File: config.mk
export PLATFORM = sky130hd
export DESIGN_NAME = commit_free_list
export DESIGN_NICKNAME = d
export VERILOG_FILES = /design/src/rtl/rr_pkg.sv /design/src/rtl/free_list_fifo.sv /design/src/rtl/commit_free_list.sv
export SDC_FILE = /design/constraint.sdc
export NUM_CORES = 2
export LEC_CHECK = 0
export ABC_AREA = 1
export CAP_MARGIN = 0
export CORE_MARGIN = 5
export CORE_UTILIZATION = 30
export DETAILED_ROUTE_END_ITERATION = 7
export PLACE_DENSITY = 0.49
export SYNTH_ARGS = -nofsm -noshare
export SYNTH_HDL_FRONTEND = slang
export SYNTH_HIERARCHICAL = 1
export SYNTH_SLANG_ARGS = --single-unit
File: constraint.sdc
create_clock -name clk -period 2.5 [get_ports clk]
set_clock_uncertainty 0.05 [all_clocks]
set_input_delay 0.5 -clock clk [delete_from_list [all_inputs] [get_ports clk]]
set_output_delay 0.5 -clock clk [all_outputs]
set_load 0.05 [all_outputs]
File: src/rtl/rr_pkg.sv
// Shared rename/retire constants and the physical register index type.
package rr_pkg;
    localparam int P_REGS       = 128;
    localparam int A_REGS       = 32;
    localparam int P_ADDR_WIDTH = $clog2(P_REGS);
    localparam int INSTR_COUNT  = 2;

    typedef logic [P_ADDR_WIDTH-1:0] preg_t;
endpackage

File: src/rtl/free_list_fifo.sv
// Circular free-register buffer: multi-push at tail, fixed-width pop at head,
// and a head pointer that can be restored from a rename checkpoint.
module free_list_fifo #(
    parameter int P_REGS       = rr_pkg::P_REGS,
    parameter int A_REGS       = rr_pkg::A_REGS,
    parameter int P_ADDR_WIDTH = $bits(rr_pkg::preg_t),
    parameter int INSTR_COUNT  = rr_pkg::INSTR_COUNT
) (
    input  logic                                   clk,
    input  logic                                   rst_n,
    input  logic [INSTR_COUNT-1:0]                 push,
    input  logic [INSTR_COUNT-1:0][P_ADDR_WIDTH-1:0] push_data,
    input  logic                                   alloc,
    input  logic                                   rec_en,
    input  logic [P_ADDR_WIDTH-1:0]                rec_head,
    output logic [P_ADDR_WIDTH-1:0]                head,
    output logic [INSTR_COUNT-1:0][P_ADDR_WIDTH-1:0] rd_data,
    output logic                                   ready
);
    localparam int CW = P_ADDR_WIDTH + 1;

    logic [P_ADDR_WIDTH-1:0] mem [P_REGS];
    logic [P_ADDR_WIDTH-1:0] tail, tail_next, head_next;
    logic [CW-1:0]           count, count_next, push_cnt;
    logic                    do_alloc;

    always_comb begin
        push_cnt = '0;
        for (int i = 0; i < INSTR_COUNT; i++) begin
            push_cnt = push_cnt + CW'(push[i]);
        end
    end

    assign ready     = (count >= CW'(INSTR_COUNT));
    assign do_alloc  = alloc & ready & ~rec_en;
    assign tail_next = tail + push_cnt[P_ADDR_WIDTH-1:0];

    always_comb begin
        head_next  = head;
        count_next = count + push_cnt;
        if (rec_en) begin
            // Everything between the restored head and the new tail is free again.
            head_next  = rec_head;
            count_next = {1'b0, tail_next - rec_head};
        end else if (do_alloc) begin
            head_next  = head + P_ADDR_WIDTH'(INSTR_COUNT);
            count_next = count + push_cnt - CW'(INSTR_COUNT);
        end
    end

    always_comb begin
        for (int i = 0; i < INSTR_COUNT; i++) begin
            rd_data[i] = mem[head + P_ADDR_WIDTH'(i)];
        end
    end

    always_ff @(posedge clk or negedge rst_n) begin
        if (!rst_n) begin
            for (int i = 0; i < P_REGS; i++) begin
                if (i < P_REGS - A_REGS) mem[i] <= P_ADDR_WIDTH'(A_REGS + i);
                else                     mem[i] <= '0;
            end
            head  <= '0;
            tail  <= P_ADDR_WIDTH'(P_REGS - A_REGS);
            count <= CW'(P_REGS - A_REGS);
        end else begin
            for (int i = 0; i < INSTR_COUNT; i++) begin
                if (push[i]) mem[tail + P_ADDR_WIDTH'(i)] <= push_data[i];
            end
            head  <= head_next;
            tail  <= tail_next;
            count <= count_next;
        end
    end
endmodule

File: src/rtl/commit_free_list.sv
// Retire selection from the ROB head and return of freed registers to the free list.
// Optional retired-instruction counter enabled by COMMIT_PERF_CNT_EN.
module commit_free_list #(
    parameter int P_REGS       = rr_pkg::P_REGS,
    parameter int A_REGS       = rr_pkg::A_REGS,
    parameter int P_ADDR_WIDTH = $bits(rr_pkg::preg_t),
    parameter int INSTR_COUNT  = rr_pkg::INSTR_COUNT
) (
    input  logic                                   clk,
    input  logic                                   rst_n,
    input  logic [INSTR_COUNT-1:0]                 rob_valid,
    input  logic [INSTR_COUNT-1:0]                 rob_exec,
    input  logic [INSTR_COUNT-1:0][P_ADDR_WIDTH-1:0] rob_ppdst,
    output logic [INSTR_COUNT-1:0]                 rob_pop,
    input  logic                                   alloc_req,
    output logic                                   alloc_ready,
    output logic [INSTR_COUNT-1:0][P_ADDR_WIDTH-1:0] alloc_preg,
    output logic [P_ADDR_WIDTH-1:0]                alloc_head,
    input  logic                                   rec_en,
    input  logic [P_ADDR_WIDTH-1:0]                rec_head
`ifdef COMMIT_PERF_CNT_EN
    ,
    output logic [31:0]                            retired_cnt
`endif
);
    logic [INSTR_COUNT-1:0] pop;
    logic                   run;

    // A slot retires only if every older slot retires too.
    always_comb begin
        pop = '0;
        run = rst_n;
        for (int i = 0; i < INSTR_COUNT; i++) begin
            run    = run & rob_valid[i] & rob_exec[i];
            pop[i] = run;
        end
    end

    assign rob_pop = pop;

    free_list_fifo #(
        .P_REGS       (P_REGS),
        .A_REGS       (A_REGS),
        .P_ADDR_WIDTH (P_ADDR_WIDTH),
        .INSTR_COUNT  (INSTR_COUNT)
    ) u_fifo (
        .clk       (clk),
        .rst_n     (rst_n),
        .push      (pop),
        .push_data (rob_ppdst),
        .alloc     (alloc_req),
        .rec_en    (rec_en),
        .rec_head  (rec_head),
        .head      (alloc_head),
        .rd_data   (alloc_preg),
        .ready     (alloc_ready)
    );

`ifdef COMMIT_PERF_CNT_EN
    logic [31:0] pop_sum;

    always_comb begin
        pop_sum = '0;
        for (int i = 0; i < INSTR_COUNT; i++) begin
            pop_sum = pop_sum + 32'(pop[i]);
        end
    end

    always_ff @(posedge clk or negedge rst_n) begin
        if (!rst_n) retired_cnt <= '0;
        else        retired_cnt <= retired_cnt + pop_sum;
    end
`endif
endmodule

==> results.md <==
- Drt pass-1 iters: 7
- Overall Power: slightly above 60 mW
- Worst Hold End: u_fifo/mem[133]$_DFF_PN0_
- Clk sinks: between 900 and 1000
- TritonCTS clock tree: done
- Worst-Margin Slew: about 1.1 ns
- Leakage: ~32 nW
- Post-synthesis cell type count: 38
- Detailed placement HPWL: 198 mm
- Worst R2R End: u_fifo/mem[591]$_DFF_PN1_
- Post-synthesis compound-gate area fraction: 23.0%
- Crit share post-route: 159%
- Final net count: 9984
- Max FO, Critical Path: 10
- Pre-CTS WS: -0.979 ns
- Multi-input logic area: between 30000 and 40000 um2
- Fin cells: approximately 13000
- Initial Utilization: 30.2%
- VDD IR-drop max: around 0.00059 V
- Mapped Nets: between 9000 and 10000
- Hold Path Origin: rob_ppdst[0]
- Mean Syn Cell Area: roughly 6.5 um2
- Peak Freq: around 250 MHz
- Fin crit period: between 3 and 4 ns
- Share of cells above drive strength 1: roughly a fifth
- Die W: roughly 470 um
- Vias/cell: roughly 5.4
- RSZ-0062 raised after global routing: true
- Largest family of logic cells by synthesized area: simple AND/OR/NAND/NOR gates
- First-pass GRT wire length: between 400 and 500 mm
- RR Startpoint: u_fifo/tail[5]$_DFF_PN1_
- Hold path depth: 5
- Largest net degree at the start of global routing: around 160
- I/O Pins: 53
- Multiplexer share of the synthesized area: 0%
- Root Driver: clkbuf_16
- Worst Hold Class: in -> reg
- Fin area: roughly 79000 um2
- Synthesized area: about 63000 um2
- Violated checks: setup timing
- Vias: 69046
- Setup_tns: -19.36 ns
- Startpoint types: register
- Fin. Hold Viols: 0
- Setup violations, final: 15
- R2r setup slk: around 0.060 ns
- CP Capture Type: output pin
- Adder-cell share of the synthesized area: less than 1%
- Global placer's final weighted congestion: between 1 and 1.5
- Vias in the first global route: 62860
- 1st-iter DRT viols: 8595
- Mapped Cells: 9697
- Total GRT Usage: 26.4%
- Max-cap violations: 0
- Die Y: 467 um
- Worst r2r path cells: 11
- H-tree depth: 3
- Skew-Pair Late Insertion Delay: between 0.7 and 0.8 ns
- Core area: around 210000 um2
- Routed wire length: 302 mm
- Filler cell count in the final layout: 21843
- Initial antenna violation count: 9
- Worst rel slew slack: about 28%
- Layout area overhead: 27.0%
- Sequential cell area: roughly 23000 um2
- Fin worst setup slack: -1.48 ns
- Post-synthesis sequential area ratio: between 30% and 40%
- Status: finished, violations left
- Number of synthesized register bits: slightly above 900
- Pwr dens: roughly 770 nW/um2
- GRT overflow: 0
- Slew Viols, Final: 0
- Post-Synth Simple-Gate Area: around 30%
- Clock buffer depth: 3
- Num rows: roughly 170
- Synth Area in XOR/XNOR: 0.332%
- Post-placement cell count: 12533
- Critical Path AT: around 3.4 ns
- Die area: about 220000 um2
- Crit Path Class: reg -> out
- Number of remaining DRC errors: 0
- Hold Slack: ~0.26 ns
- Per-cell routed wire length: about 24 um
- DRT antenna net count: 0
- Placement Cell Area: roughly 72000 um2
- CTS Buf Count: between 100 and 150
- Final core occ: between 30% and 40%
- CTS clk-pin slew, worst paths: 0.06 ns
- I/O Buffers: 52
- Req. time, crit path: approximately 2 ns
- Synth warn: 6
## kinds of logic after synthesis
group	Yosys count
AND/OR/NAND/NOR	4531
AO/OA/AOI/OAI	2705
buffers and inverters	1504
flip-flops	918
XOR/XNOR	22
adder cells (fa/ha/maj)	17
## registers in the layout, summed over array words and instances (netlist names)
name,count
u_fifo/mem,896
u_fifo/count,8
u_fifo/head,7
u_fifo/tail,7
## cells in the final DEF (no fill, tap or decap), types with 23 or more instances in the layout
master     instances
dfrtp_1          538
nor2_1           173
nand3_2          125
clkbuf_1          23
buf_6             43
nand3_1          736
a21oi_1          186
nand2_1         3328
o21ai_0         2076
nand2_2           60
buf_4            658
buf_12           197
clkbuf_16        131
nand3_4           25
dfstp_2          372
inv_1            614
clkinv_2          24
o21ai_1           86
o211ai_1         338
buf_16            24
## worst max path at each step
| stage | startpoint | to | cells past startpoint | slack, ns |
|---|---|---|---|---|
| floorplan | rob_exec[0] | u_fifo/count[5]$_DFF_PN1_ | 17 | -0.43 |
| global placement | rob_exec[0] | u_fifo/count[6]$_DFF_PN1_ | 20 | -1.07 |
| detailed placement | rob_exec[0] | u_fifo/count[6]$_DFF_PN1_ | 20 | -0.98 |
| CTS | u_fifo/head[1]$_DFFE_PN0N_ | alloc_preg[12] | 15 | -1.44 |
| global route | u_fifo/head[1]$_DFFE_PN0N_ | alloc_preg[9] | 13 | -1.45 |
| finish | u_fifo/head[1]$_DFFE_PN0N_ | alloc_preg[8] | 13 | -1.48 |
## synth_stat cells
cell type	count	area (um2)
nand2_1	3407	12800
o21ai_0	2102	10500
nand3_1	884	4420
inv_1	639	2400
clkbuf_1	576	2160
dfrtp_1	546	13700
dfstp_2	372	9770
o211ai_1	338	2540
nor2_1	197	739
a21oi_1	195	976
buf_2	167	836
buf_1	84	315
o21ai_1	62	310
buf_4	30	225
ha_1	16	200
xor2_1	15	131
nand4_1	9	56.3
and3_1	8	50.1
nor2_4	7	78.8
nor3_1	5	25.0
xnor2_1	5	43.8
inv_2	4	15.0
o221ai_1	4	35.0
clkinv_1	3	11.3
nor4_4	3	63.8
nand3_2	2	20.0
nor2_2	2	12.5
nor3_2	2	20.0
nor4_2	2	25.0
o22ai_1	2	12.5
xor2_2	2	32.5
a22oi_1	1	7.51
and2_1	1	6.26
buf_6	1	11.3
fa_1	1	20.0
nand3b_1	1	7.51
o21bai_1	1	7.51
or2_1	1	6.26
## layout make-up
| class | instances | area share [%] |
|---|---|---|
| Multi-Input combinational cell | 7275 | 43.8 |
| Sequential cell | 918 | 29.5 |
| Timing Repair Buffer | 980 | 13.8 |
| Tap cell | 2788 | 4.39 |
| Clock buffer | 159 | 4.14 |
| Inverter | 646 | 3.21 |
| Clock inverter | 62 | 1.09 |
| Antenna cell | 9 | 0.0283 |
| Timing Repair inverter | 1 | 0.0142 |
## per-layer routing
layer / global-route usage [%] / vias to the layer above / part of all wire (%)
li1: - / 32410 / -
met1: 35.5 / 32690 / 42
met2: 40.8 / 3291 / 44
met3: 4.74 / 649 / 8.5
met4: 13.2 / 6 / 5.8
met5: 0 / - / 0.043
## report_power, final
| part | leakage [nW] | internal, mW | switching [mW] |
|---|---|---|---|
| Combinational | 19.5 | 8.64 | 15.2 |
| Sequential | 10.9 | 17.1 | 1.41 |
| Clock | 2.02 | 11.2 | 7.54 |
| Total | 32.4 | 36.9 | 24.2 |
## timing repair
| item | 4_1_cts | 5_1_grt |
|---|---|---|
| resized for setup | 228 | 187 |
| gates cloned | 16 | 13 |
| buffers inserted | 32 | 13 |
| pin swaps | 52 | 43 |
| endpoints found under the hold margin | 12 | 0 |
| hold buffers | 1 | 0 |
| endpoints found under the setup margin | 106 | 990 |
## critical path, cell delays in order (launching register included)
cell and delay (ns):
dfrtp_4 0.54, ha_4 0.39, buf_12 0.17, buf_6 0.20, buf_12 0.17, nand2_1 0.06, nand3_1 0.15, nand3_2 0.18
nand3_1 0.20, nand3_1 0.12, nand2_2 0.09, nand2_2 0.06, nand2_4 0.15, buf_12 0.15
No activity file was read; power rests on OpenSTA's default activity.
